--- config.mk ---
export PLATFORM = sky130hd
export DESIGN_NAME = fm_tile_loader
export DESIGN_NICKNAME = d
export VERILOG_FILES = /design/src/rtl/fm_tile_loader.sv
export SDC_FILE = /design/constraint.sdc
export NUM_CORES = 1
export LEC_CHECK = 0
export BUFFER_PORTS_ARGS = -buffer_cell sky130_fd_sc_hd__buf_2
export CAP_MARGIN = 20
export CORE_ASPECT_RATIO = 0.8
export CORE_MARGIN = 8
export CORE_UTILIZATION = 40
export DETAILED_ROUTE_END_ITERATION = 6
export PLACE_DENSITY = 0.65
export SYNTH_ARGS = -nofsm -noshare
export SYNTH_HDL_FRONTEND = slang
export SYNTH_SLANG_ARGS = --single-unit
--- constraint.sdc ---
create_clock -name clk -period 4.6 [get_ports clk]
set_input_delay 0.46 -clock clk [delete_from_list [all_inputs] [get_ports clk]]
set_output_delay 0.46 -clock clk [all_outputs]
set_load 0.1 [all_outputs]
--- src/rtl/fm_tile_loader.sv ---
// Tile loader: collects CH*ROWS row beats into one flat binary tile for the conv engine.
// Latency: tile_valid rises the cycle after the final beat is accepted; one bubble cycle on handoff.
// Backpressure: single buffer, so s_ready stays low from tile completion until tile_ready is taken.
module fm_tile_loader #(
   parameter int CH     = 3,
   parameter int ROWS   = 12,
   parameter int COLS   = 12,
   parameter int BEAT_W = 12,
   parameter int TILE_W = CH * ROWS * COLS
) (
   input  logic              clk,
   input  logic              rst,
   input  logic [BEAT_W-1:0] s_data,
   input  logic              s_valid,
   input  logic              s_last,
   output logic              s_ready,
   output logic [TILE_W-1:0] tile_data,
   output logic              tile_valid,
   input  logic              tile_ready,
   output logic              frame_err,
   output logic [5:0]        beat_cnt
);

   localparam int         NBEATS   = CH * ROWS;
   localparam logic [5:0] LAST_IDX = 6'(NBEATS - 1);

   typedef enum logic {
      FILL = 1'b0,
      HOLD = 1'b1
   } state_t;

   state_t            state_q, state_d;
   logic [5:0]        beat_cnt_q, beat_cnt_d;
   logic [TILE_W-1:0] tile_data_q, tile_data_d;
   logic              tile_valid_q, tile_valid_d;
   logic              frame_err_q, frame_err_d;
   logic              beat_acc;
   logic              is_final;

   // Ready only while filling; forced low during reset so no beat is taken on a reset edge.
   assign s_ready  = (state_q == FILL) && !rst;
   assign beat_acc = s_valid && s_ready;
   assign is_final = (beat_cnt_q == LAST_IDX);

   assign tile_data  = tile_data_q;
   assign tile_valid = tile_valid_q;
   assign frame_err  = frame_err_q;
   assign beat_cnt   = beat_cnt_q;

   // Next-state: write accepted beat at its row slot, track framing, hand off the full tile.
   always_comb begin
      state_d      = state_q;
      beat_cnt_d   = beat_cnt_q;
      tile_data_d  = tile_data_q;
      tile_valid_d = tile_valid_q;
      frame_err_d  = 1'b0;
      case (state_q)
         FILL: begin
            if (beat_acc) begin
               tile_data_d[beat_cnt_q * BEAT_W +: BEAT_W] = s_data;
               if (is_final) begin
                  // Tile is issued even when s_last was missing; the error is just flagged.
                  state_d      = HOLD;
                  tile_valid_d = 1'b1;
                  beat_cnt_d   = '0;
                  frame_err_d  = !s_last;
               end else if (s_last) begin
                  // Early last: drop the partial tile and restart at beat 0.
                  beat_cnt_d  = '0;
                  frame_err_d = 1'b1;
               end else begin
                  beat_cnt_d = beat_cnt_q + 6'd1;
               end
            end
         end
         HOLD: begin
            if (tile_ready) begin
               state_d      = FILL;
               tile_valid_d = 1'b0;
            end
         end
         default: begin
            state_d = FILL;
         end
      endcase
   end

   // State and registered outputs, synchronous reset.
   always_ff @(posedge clk) begin
      if (rst) begin
         state_q      <= FILL;
         beat_cnt_q   <= '0;
         tile_data_q  <= '0;
         tile_valid_q <= 1'b0;
         frame_err_q  <= 1'b0;
      end else begin
         state_q      <= state_d;
         beat_cnt_q   <= beat_cnt_d;
         tile_data_q  <= tile_data_d;
         tile_valid_q <= tile_valid_d;
         frame_err_q  <= frame_err_d;
      end
   end

endmodule

==> results of run 1 <==
[placed cells by master, fill, tap and decap left out, types with 6 or more instances in the layout]
cell type,synthesis,final
buf_2,9,456
nor2_1,245,240
o21ai_0,149,148
a21oi_1,52,52
diode_2,0,6
xnor2_1,8,8
nand4_1,10,10
nor3b_1,14,13
clkbuf_1,109,10
a22oi_1,17,17
a211oi_1,73,72
mux2_2,13,13
nor3_2,11,12
o22ai_1,16,16
nand3_1,90,90
nor2b_1,17,17
buf_4,1,77
inv_1,8,8
a31o_2,13,13
nor4_2,26,17
a32o_1,6,6
and3_1,16,16
nand3b_1,158,158
mux2i_1,148,148
nand2b_1,69,69
clkbuf_16,0,46
and2_1,9,8
nor3_1,26,24
clkinv_2,0,7
nor4_4,4,14
o21ai_1,6,7
dfxtp_1,441,436
nand2_1,92,91
ha_1,10,10
or2_2,7,8
clkbuf_8,0,6
o41ai_1,24,23
[routing by layer]
| metal | track usage [%] | up-vias | routed length, microns | share of wire, % |
|---|---|---|---|---|
| li1 | - | 8065 | - | - |
| met1 | 32.6 | 8314 | 30500 | 43 |
| met2 | 39.6 | 680 | 32100 | 46 |
| met5 | 0 | - | 0 | 0 |
| met4 | 6.51 | 0 | 1390 | 2.0 |
| met3 | 7.89 | 91 | 6440 | 9.1 |
[layout make-up]
| cell class | instances | area [sq um] |
|---|---|---|
| fillers | 4197 | 22300 |
| multi-input cells | 1401 | 9430 |
| flip-flops and latches | 441 | 8840 |
| repair buffers | 535 | 2900 |
| clock buffers | 62 | 1270 |
| well taps | 612 | 766 |
| clock inverters | 16 | 218 |
| inverters | 8 | 30.0 |
| diodes | 6 | 15.0 |
[state kept, by name, indices dropped and copies added (netlist names)]
register,flops
tile_data,432
beat_cnt,6
frame_err,1
state_q,1
tile_valid,1
[power groups by stage]
| stage | registers [W] | clock network, W | logic, W |
|---|---|---|---|
| finish | 0.00383 | 0.00374 | 0.000928 |
| global route | 0.00383 | 0.00396 | 0.000976 |
| CTS | 0.00383 | 0.00381 | 0.000896 |
| detailed placement | 0.00391 | 0 | 0.000893 |
| global placement | 0.00391 | 0 | 0.000893 |
| floorplan | 0.00396 | 0 | 0.000485 |
[critical path, delay by kind of cell, from the launching register on]
kind | cells | cell delay [ps]
compound gates | 2 | 830
xor+xnor | 1 | 240
fa+ha+maj | 2 | 730
buf+inv | 2 | 280
flops | 1 | 350
simple gates | 5 | 1780
[kinds of logic (layout without fill, tap and decap cells)]
family	after synthesis	in the layout	share of synthesized area, %
other	0	6	0
adder cells (fa/ha/maj)	11	11	0.781
flip-flops	441	441	47.5
multiplexers	161	161	8.75
AO/OA/AOI/OAI	401	401	14.5
buffers and inverters	136	621	2.83
XOR/XNOR	16	16	0.956
AND/OR/NAND/NOR	812	812	24.7
[through the flow]
| stage | cells | hold slack [ps] | setup slack, ps |
|---|---|---|---|
| after detailed placement | 2995 | 446 | 162 |
| final | 3081 | 206 | 278 |
| after global routing | 3080 | 206 | 1.23 |
| after global placement | 2995 | 441 | 316 |
| after CTS | 3073 | 161 | 159 |
| after floorplan | 1978 | 483 | 11.6 |
[path summary, 6_finish.rpt]
path / startpoint / endpoint / slack (ps) / cells after the start
setup / recovery: beat_cnt[1] / tile_data[209] / 280 / 12
hold / removal: tile_ready / state_q / 210 / 3
setup reg to reg: beat_cnt[1] / tile_data[209] / 280 / 12
hold reg to reg: tile_data[73] / tile_data[73] / 460 / 2
[timing repair]
item,4_1_cts,5_1_grt
endpoints found under the setup margin,0,103
setup buffers,0,2
hold endpoints to repair,0,0
gates resized for setup,0,17
==> impl_metrics.env, run 1 <==
export IMPL_syn_instance_count=1978
export IMPL_total_power_w=0.00850
export IMPL_synth_flop_cell="dfxtp_1"
export IMPL_p_switching_w=0.00224
export IMPL_cts_buffer_depth=3
export IMPL_slew_headroom_pct=19.4
export IMPL_pwr_share_comb_pct=10.9
export IMPL_finalHoldViolCount=0
export IMPL_ys_warn_count=0
export IMPL_final_max_slew_violation_count=0
export IMPL_coreArea_sq_um=45800
export IMPL_fin_crit_ps=4320
export IMPL_share_clk_of_total_power_pct=44.0
export IMPL_power_density_nw_per_um2=362
export IMPL_wirelength_microns=70500
export IMPL_post_route_period_util_pct=94.0
export IMPL_route_detailed_drc=0
export IMPL_drv_cap=0
export IMPL_fp_row_count=70
export IMPL_worst_slew_pin_slew_ps=1210
export IMPL_postCtsHoldBufs=0
export IMPL_root_buffer="clkbuf_16"
export IMPL_synth_seq_cells=441
export IMPL_clock_skew_final_ps=20.8
export IMPL_tns_ps=0
export IMPL_synth_edf_count=0
export IMPL_critPathArrivalTime_ps=4790
export IMPL_io_pins=458
export IMPL_placed_area_sq_um=21800
export IMPL_setup_violations_final=0
export IMPL_ys_top_cells_by_area="dfxtp_1 (47%), mux2i_1 (8.0%), nand3b_1 (6.4%), nor2_1 (4.9%), o21ai_0 (4.0%)"
export IMPL_synth_top_area_share_pct=47.5
export IMPL_swShare_pct=26.3
export IMPL_drt_wirelength_per_cell_microns=22.9
export IMPL_start_util_pct=40.6
export IMPL_fmaxAchievable_ghz=0.231
export IMPL_antenna_found_initial=6
export IMPL_synth_yosys_seq_area_share_pct=47.5
export IMPL_cp_start_kind="register"
export IMPL_clk_pin_slew_ps=60
export IMPL_async_reset_ff_share_pct=0
export IMPL_first_iter_violations=1467
export IMPL_syn_area_sq_um=18600
export IMPL_vdd_drop_max_mv=0.345
export IMPL_rsz0062_at_grt="no"
export IMPL_drt_antenna_violating_nets=0
export IMPL_synth_most_common_cell="dfxtp_1"
export IMPL_worstHoldPathType="in -> reg"
export IMPL_synth_area_leader_cell="dfxtp_1"
export IMPL_dieArea_sq_um=53700
export IMPL_crit_type="reg -> reg"
export IMPL_synth_nets=2006
export IMPL_drive_gt1_share_pct=29.1
export IMPL_cp_required_ps=5070
export IMPL_dr_pass1_iters=6
export IMPL_cp_slowest_cell="nor2_2"
export IMPL_chipHeight_microns=209
export IMPL_vias=17200
export IMPL_fin_nets=2459
export IMPL_cellLeakagePower_nw=9.86
export IMPL_gr_total_overflow=0
export IMPL_vias_per_cell=5.57
export IMPL_cts_htree_levels=2
export IMPL_status="finished, final reports clean"
export IMPL_area_growth_syn_to_layout_pct=26.2
export IMPL_path_cells="ha_1, inv_1, fa_1, nand2b_1, a21oi_2, xor2_2, nand3_1, nor3_1, buf_4, nor2_2, nand2_1, o41ai_1"
export IMPL_p_int_w=0.00626
export IMPL_grt_use_total_pct=24.9
export IMPL_cts_tree="done"
export IMPL_die_x_microns=257
export IMPL_seqPwrFrac_pct=45.1
export IMPL_avgSynthCellArea_sq_um=9.40
export IMPL_numCtsBuffers=44
export IMPL_dp_hpwl_microns=52300
export IMPL_yosys_top_cells_count="dfxtp_1 (441), nor2_1 (245), nand3b_1 (158)"
export IMPL_ys_types=69
export IMPL_cpPeakStageDelay_ps=670
export IMPL_endpoint_kind="register"
export IMPL_fin_area_sq_um=23500
export IMPL_port_buffers=457
export IMPL_insertion_delay_ps=580
export IMPL_crit_fanout=16
export IMPL_grt_pass1_vias=16900
export IMPL_place_congestion=0.959
export IMPL_grt_first_pass_wirelength_microns=107000
export IMPL_post_route_util_pct=51.2
export IMPL_cts_sinks=441
export IMPL_grt_max_degree=121
Note: power is estimated with default switching activity, not from simulation.
==> inputs of run 2 (changes only) <==
--- a/config.mk
+++ b/config.mk
@@ -7,11 +7,14 @@
 export LEC_CHECK = 0
 export BUFFER_PORTS_ARGS = -buffer_cell sky130_fd_sc_hd__buf_2
 export CAP_MARGIN = 20
+export CELL_PAD_IN_SITES_DETAIL_PLACEMENT = 1
+export CELL_PAD_IN_SITES_GLOBAL_PLACEMENT = 2
 export CORE_ASPECT_RATIO = 0.8
 export CORE_MARGIN = 8
-export CORE_UTILIZATION = 40
+export CORE_UTILIZATION = 29
 export DETAILED_ROUTE_END_ITERATION = 6
-export PLACE_DENSITY = 0.65
+export MAX_ROUTING_LAYER = met4
+export PLACE_DENSITY_LB_ADDON = 0.1
 export SYNTH_ARGS = -nofsm -noshare
 export SYNTH_HDL_FRONTEND = slang
 export SYNTH_SLANG_ARGS = --single-unit
==> impl_metrics.env, run 2 (synthesis gave the netlist of run 1 again) <==
export IMPL_met1_usage_pct=28.2
export IMPL_tns_ps=0
export IMPL_grt_max_degree=112
export IMPL_drv_cap=0
export IMPL_grt_pass1_vias=17800
export IMPL_groute_layer_met2_usage_pct=34.3
export IMPL_final_cell_mix="buf_2 (456), dfxtp_1 (436), nor2_1 (240), nand3b_1 (158), mux2i_1 (148)"
export IMPL_die_x_microns=299
export IMPL_path_common_cell="ha_1"
export IMPL_clk_pin_slew_ps=60
export IMPL_start_util_pct=29.2
export IMPL_chipHeight_microns=242
export IMPL_cts_htree_levels=2
export IMPL_vias=17100
export IMPL_dieArea_sq_um=72500
export IMPL_layout_commonest_cell="buf_2"
export IMPL_drt_antenna_violating_nets=0
export IMPL_status="finished, final reports clean"
export IMPL_fmaxAchievable_ghz=0.229
export IMPL_antenna_found_initial=3
export IMPL_gr_total_overflow=0
export IMPL_met3_usage_pct=4.41
export IMPL_cts_buffer_depth=3
export IMPL_power_density_nw_per_um2=371
export IMPL_crit_type="reg -> reg"
export IMPL_cp_required_ps=5060
export IMPL_vdd_drop_max_mv=0.254
export IMPL_io_pins=458
export IMPL_insertion_delay_ps=600
export IMPL_cp_slowest_cell="nor3_2"
export IMPL_first_iter_violations=889
export IMPL_numCtsBuffers=49
export IMPL_cts_tree="done"
export IMPL_post_cts_setup_buffer_count=0
export IMPL_fp_row_count=83
export IMPL_worstHoldPathType="in -> reg"
export IMPL_endpoint_kind="register"
export IMPL_dp_cells=3245
export IMPL_dr_pass1_iters=5
export IMPL_setup_violations_final=0
export IMPL_slew_headroom_pct=26.0
export IMPL_post_route_period_util_pct=95.1
export IMPL_fill_cells=7368
export IMPL_vias_per_cell=5.13
export IMPL_rsz0062_at_grt="no"
export IMPL_layout_cells_non_filler=3338
export IMPL_worst_slew_pin_slew_ps=1110
export IMPL_root_buffer="clkbuf_16"
export IMPL_cts_resized=0
export IMPL_fin_crit_ps=4370
export IMPL_place_congestion=0.883
export IMPL_drt_wirelength_per_cell_microns=24.1
export IMPL_final_max_slew_violation_count=0
export IMPL_clock_skew_final_ps=19.2
export IMPL_dp_hpwl_microns=59400
export IMPL_drive_gt1_share_pct=29.7
export IMPL_cellLeakagePower_nw=10.0
export IMPL_crit_fanout=9
export IMPL_grt_first_pass_wirelength_microns=119000
export IMPL_grt_use_total_pct=21.8
export IMPL_route_detailed_drc=0
export IMPL_postCtsHoldBufs=0
export IMPL_top_usage_layer="met2"
export IMPL_critPathArrivalTime_ps=4840
export IMPL_area_growth_syn_to_layout_pct=29.4
export IMPL_wirelength_microns=80400
export IMPL_coreArea_sq_um=63800
export IMPL_finalHoldViolCount=0
export IMPL_cpPeakStageDelay_ps=490
export IMPL_cp_start_kind="register"
export IMPL_path_cells="ha_1, inv_1, fa_1, nand2b_1, a21oi_2, xnor2_2, nor4_1, ha_1, and2_1, o211ai_4, buf_4, nor3_2, mux2i_1, nor2_1"
export IMPL_largest_reg_flops=432
export IMPL_fin_nets=2476
export IMPL_port_buffers=457
export IMPL_cts_sinks=441
[run 2: metrics by stage]
stage / hold WS [ps] / utilization [%] / worst slack (ps) / total power [W] / instance area (sq um)
after global placement: 441 / 34.9 / 242 / 0.00487 / 22200
final: 171 / 37.7 / 226 / 0.00893 / 24100
after CTS: 129 / 37.5 / 96.4 / 0.00905 / 23900
after detailed placement: 451 / 34.9 / 108 / 0.00487 / 22200
after floorplan: 483 / - / 11.6 / 0.00445 / 18600
after global routing: 192 / 37.7 / 6.21 / 0.00928 / 24100
[run 2: critical path, delay by kind of cell (launching register included)]
kind	cells	cell delay (ps)
multiplexers	1	260
AND/OR/NAND/NOR	5	1190
adder cells (fa/ha/maj)	3	1070
flip-flops	1	360
AO/OA/AOI/OAI	2	670
buffers and inverters	2	390
XOR/XNOR	1	300
[run 2: per-layer routing]
layer | vias up | share of wire, %
met1 | 8505 | 46
met2 | 424 | 46
li1 | 8088 | -
met5 | - | 0
met4 | 0 | 2.5
met3 | 103 | 5.2
[run 2: power by group]
group | leakage, nW | internal, W | switching (W)
sequential | 3.55 | 0.00383 | 0.00000396
combinational | 5.65 | 0.000246 | 0.000738
clock | 0.827 | 0.00246 | 0.00166
[run 2: worst paths after layout]
| check | from | cells after the start | end | slack (ps) |
|---|---|---|---|---|
| max reg2reg | beat_cnt[1] | 14 | tile_data[288] | 230 |
| min | tile_ready | 3 | state_q | 170 |
| min reg2reg | tile_data[0] | 2 | tile_data[0] | 460 |
| max | beat_cnt[1] | 14 | tile_data[288] | 230 |
[run 2: layout make-up]
class	instances	area [sq um]	share of cell area (%)
Antenna cell	3	7.51	0.0312
Clock buffer	74	1490	6.20
Clock inverter	14	184	0.764
Inverter	8	30.0	0.125
Multi-Input combinational cell	1401	9450	39.3
Sequential cell	441	8840	36.7
Tap cell	850	1060	4.42
Timing Repair Buffer	547	3000	12.5
==> inputs of run 3 (changes only) <==
--- a/config.mk
+++ b/config.mk
@@ -15,6 +15,7 @@
 export DETAILED_ROUTE_END_ITERATION = 6
 export MAX_ROUTING_LAYER = met4
 export PLACE_DENSITY_LB_ADDON = 0.1
+export RECOVER_POWER = 25
 export SYNTH_ARGS = -nofsm -noshare
 export SYNTH_HDL_FRONTEND = slang
 export SYNTH_SLANG_ARGS = --single-unit
==> impl_metrics.env, run 3 (synthesis gave the netlist of run 1 again) <==
export IMPL_status="finished, final reports clean"
export IMPL_numCtsBuffers=49
export IMPL_finalHoldViolCount=0
export IMPL_vdd_drop_max_mv=0.254
export IMPL_hold_depth=3
export IMPL_worst_slew_pin_slew_ps=1310
export IMPL_first_iter_violations=855
export IMPL_cellLeakagePower_nw=9.07
export IMPL_root_buffer="clkbuf_16"
export IMPL_gr_total_overflow=0
export IMPL_cpPeakStageDelay_ps=580
export IMPL_drt_wirelength_per_cell_microns=24.1
export IMPL_worstHoldPathType="in -> reg"
export IMPL_slew_headroom_pct=13.0
export IMPL_fin_crit_ps=4380
export IMPL_cts_htree_levels=2
export IMPL_path_cells="ha_1, inv_1, fa_1, nor3b_1, buf_4, xnor2_1, o2111a_1, buf_4, nand4_1, nor4b_1, buf_4, a22oi_1, and3_1, nor3_1"
export IMPL_worst_path_buf_inv=4
export IMPL_clock_skew_final_ps=16.8
export IMPL_crit_family="simple AND/OR/NAND/NOR gates"
export IMPL_drive_gt1_share_pct=21.0
export IMPL_final_cell_mix="dfxtp_1 (436), nor2_1 (240), buf_2 (239), clkbuf_1 (227), nand3b_1 (158)"
export IMPL_critPathArrivalTime_ps=4890
export IMPL_vias_per_cell=5.11
export IMPL_path_common_cell="buf_4"
export IMPL_cts_sinks=441
export IMPL_rsz0062_at_grt="no"
export IMPL_wirelength_microns=80500
export IMPL_postCtsHoldBufs=0
export IMPL_tns_ps=0
export IMPL_port_buffers=457
export IMPL_fill_cells=7454
export IMPL_final_max_slew_violation_count=0
export IMPL_antenna_found_initial=3
export IMPL_cp_start_kind="register"
export IMPL_place_congestion=0.883
export IMPL_chipHeight_microns=242
export IMPL_largest_reg_flops=432
export IMPL_grt_max_degree=112
export IMPL_rrSetupSlack_ps=220
export IMPL_clk_pin_slew_ps=60
export IMPL_cts_buffer_depth=3
export IMPL_grt_pass1_vias=17800
export IMPL_power_density_nw_per_um2=375
export IMPL_r2r_cells=14
export IMPL_drv_cap=0
export IMPL_vias=17000
export IMPL_cp_slowest_cell="fa_1"
export IMPL_crit_fanout=9
export IMPL_area_growth_syn_to_layout_pct=27.9
export IMPL_dp_hpwl_microns=59400
export IMPL_crit_type="reg -> reg"
export IMPL_grt_use_total_pct=21.8
export IMPL_setup_violations_final=0
export IMPL_endpoint_kind="register"
export IMPL_dr_pass1_iters=5
export IMPL_io_pins=458
export IMPL_dieArea_sq_um=72500
export IMPL_layout_commonest_cell="dfxtp_1"
export IMPL_drt_antenna_violating_nets=0
export IMPL_grt_first_pass_wirelength_microns=119000
export IMPL_start_util_pct=29.2
export IMPL_die_x_microns=299
export IMPL_cp_required_ps=5110
export IMPL_cts_tree="done"
export IMPL_insertion_delay_ps=600
export IMPL_route_detailed_drc=0
export IMPL_post_route_period_util_pct=95.1
export IMPL_fp_row_count=83
export IMPL_cp_depth=14
export IMPL_hold_ws_ps=166
export IMPL_fmaxAchievable_ghz=0.228
export IMPL_coreArea_sq_um=63800
export IMPL_fin_nets=2476
[run 3: changes by cell type in the layout (fill, tap and decap cells not counted)]
cell and delta:
buf_2 -217, clkbuf_1 +217
[run 3: layout make-up]
class / count / area [sq um] / area share, %
clock inverter: 14 / 184 / 0.773
timing repair buffer: 547 / 2730 / 11.5
clock buffer: 74 / 1490 / 6.27
inverter: 8 / 30.0 / 0.126
antenna: 3 / 7.51 / 0.0316
tap: 850 / 1060 / 4.47
sequential: 441 / 8840 / 37.1
multi-input combinational: 1401 / 9450 / 39.7
[run 3: per-stage QoR]
| step | std cells | power, W | cell area [sq um] | setup slack (ps) | utilization [%] |
|---|---|---|---|---|---|
| 2_1_floorplan | 1978 | 0.00445 | 18600 | 11.6 | - |
| 3_3_place_gp | 3245 | 0.00487 | 22200 | 242 | 34.9 |
| 3_5_place_dp | 3245 | 0.00487 | 22200 | 108 | 34.9 |
| 4_1_cts | 3333 | 0.00905 | 23900 | 96.4 | 37.5 |
| 5_1_grt | 3337 | 0.00928 | 23800 | 6.21 | 37.3 |
| 6_report | 3338 | 0.00893 | 23800 | 224 | 37.3 |
[run 3: routing by layer]
| metal | vias to the layer above | global-route usage [%] | share of wire (%) |
|---|---|---|---|
| met5 | - | - | 0 |
| met4 | 0 | 6.05 | 2.4 |
| met3 | 101 | 4.41 | 5.0 |
| met2 | 396 | 34.3 | 46 |
| met1 | 8455 | 28.2 | 47 |
| li1 | 8089 | - | - |
[run 3: path summary, 6_finish.rpt]
| kind | from | to |
|---|---|---|
| worst max-delay path | beat_cnt[1] | tile_data[6] |
| worst min-delay path | tile_ready | state_q |
| worst max register to register | beat_cnt[1] | tile_data[6] |
| worst min register to register | tile_data[0] | tile_data[0] |
[run 3: timing repair]
| action | CTS | global route |
|---|---|---|
| endpoints found under the hold margin | 0 | 0 |
| endpoints found under the setup margin | 0 | 107 |
| gates resized for setup | 0 | 17 |
| buffers inserted | 0 | 0 |
[run 3: power breakdown]
group | internal, W | total [W] | switching (W)
clock | 0.00246 | 0.00412 | 0.00166
sequential | 0.00383 | 0.00383 | 0.00000393
combinational | 0.000246 | 0.000983 | 0.000738
total | 0.00653 | 0.00893 | 0.00240
[run 3: worst reg2reg max path: stages (launching register included)]
cell and delay [ps]:
dfxtp_2 360, ha_1 290, inv_1 90, fa_1 580, nor3b_1 210, buf_4 170, xnor2_1 540, o2111a_1 540
buf_4 290, nand4_1 120, nor4b_1 440, buf_4 220, a22oi_1 100, and3_1 240, nor3_1 120
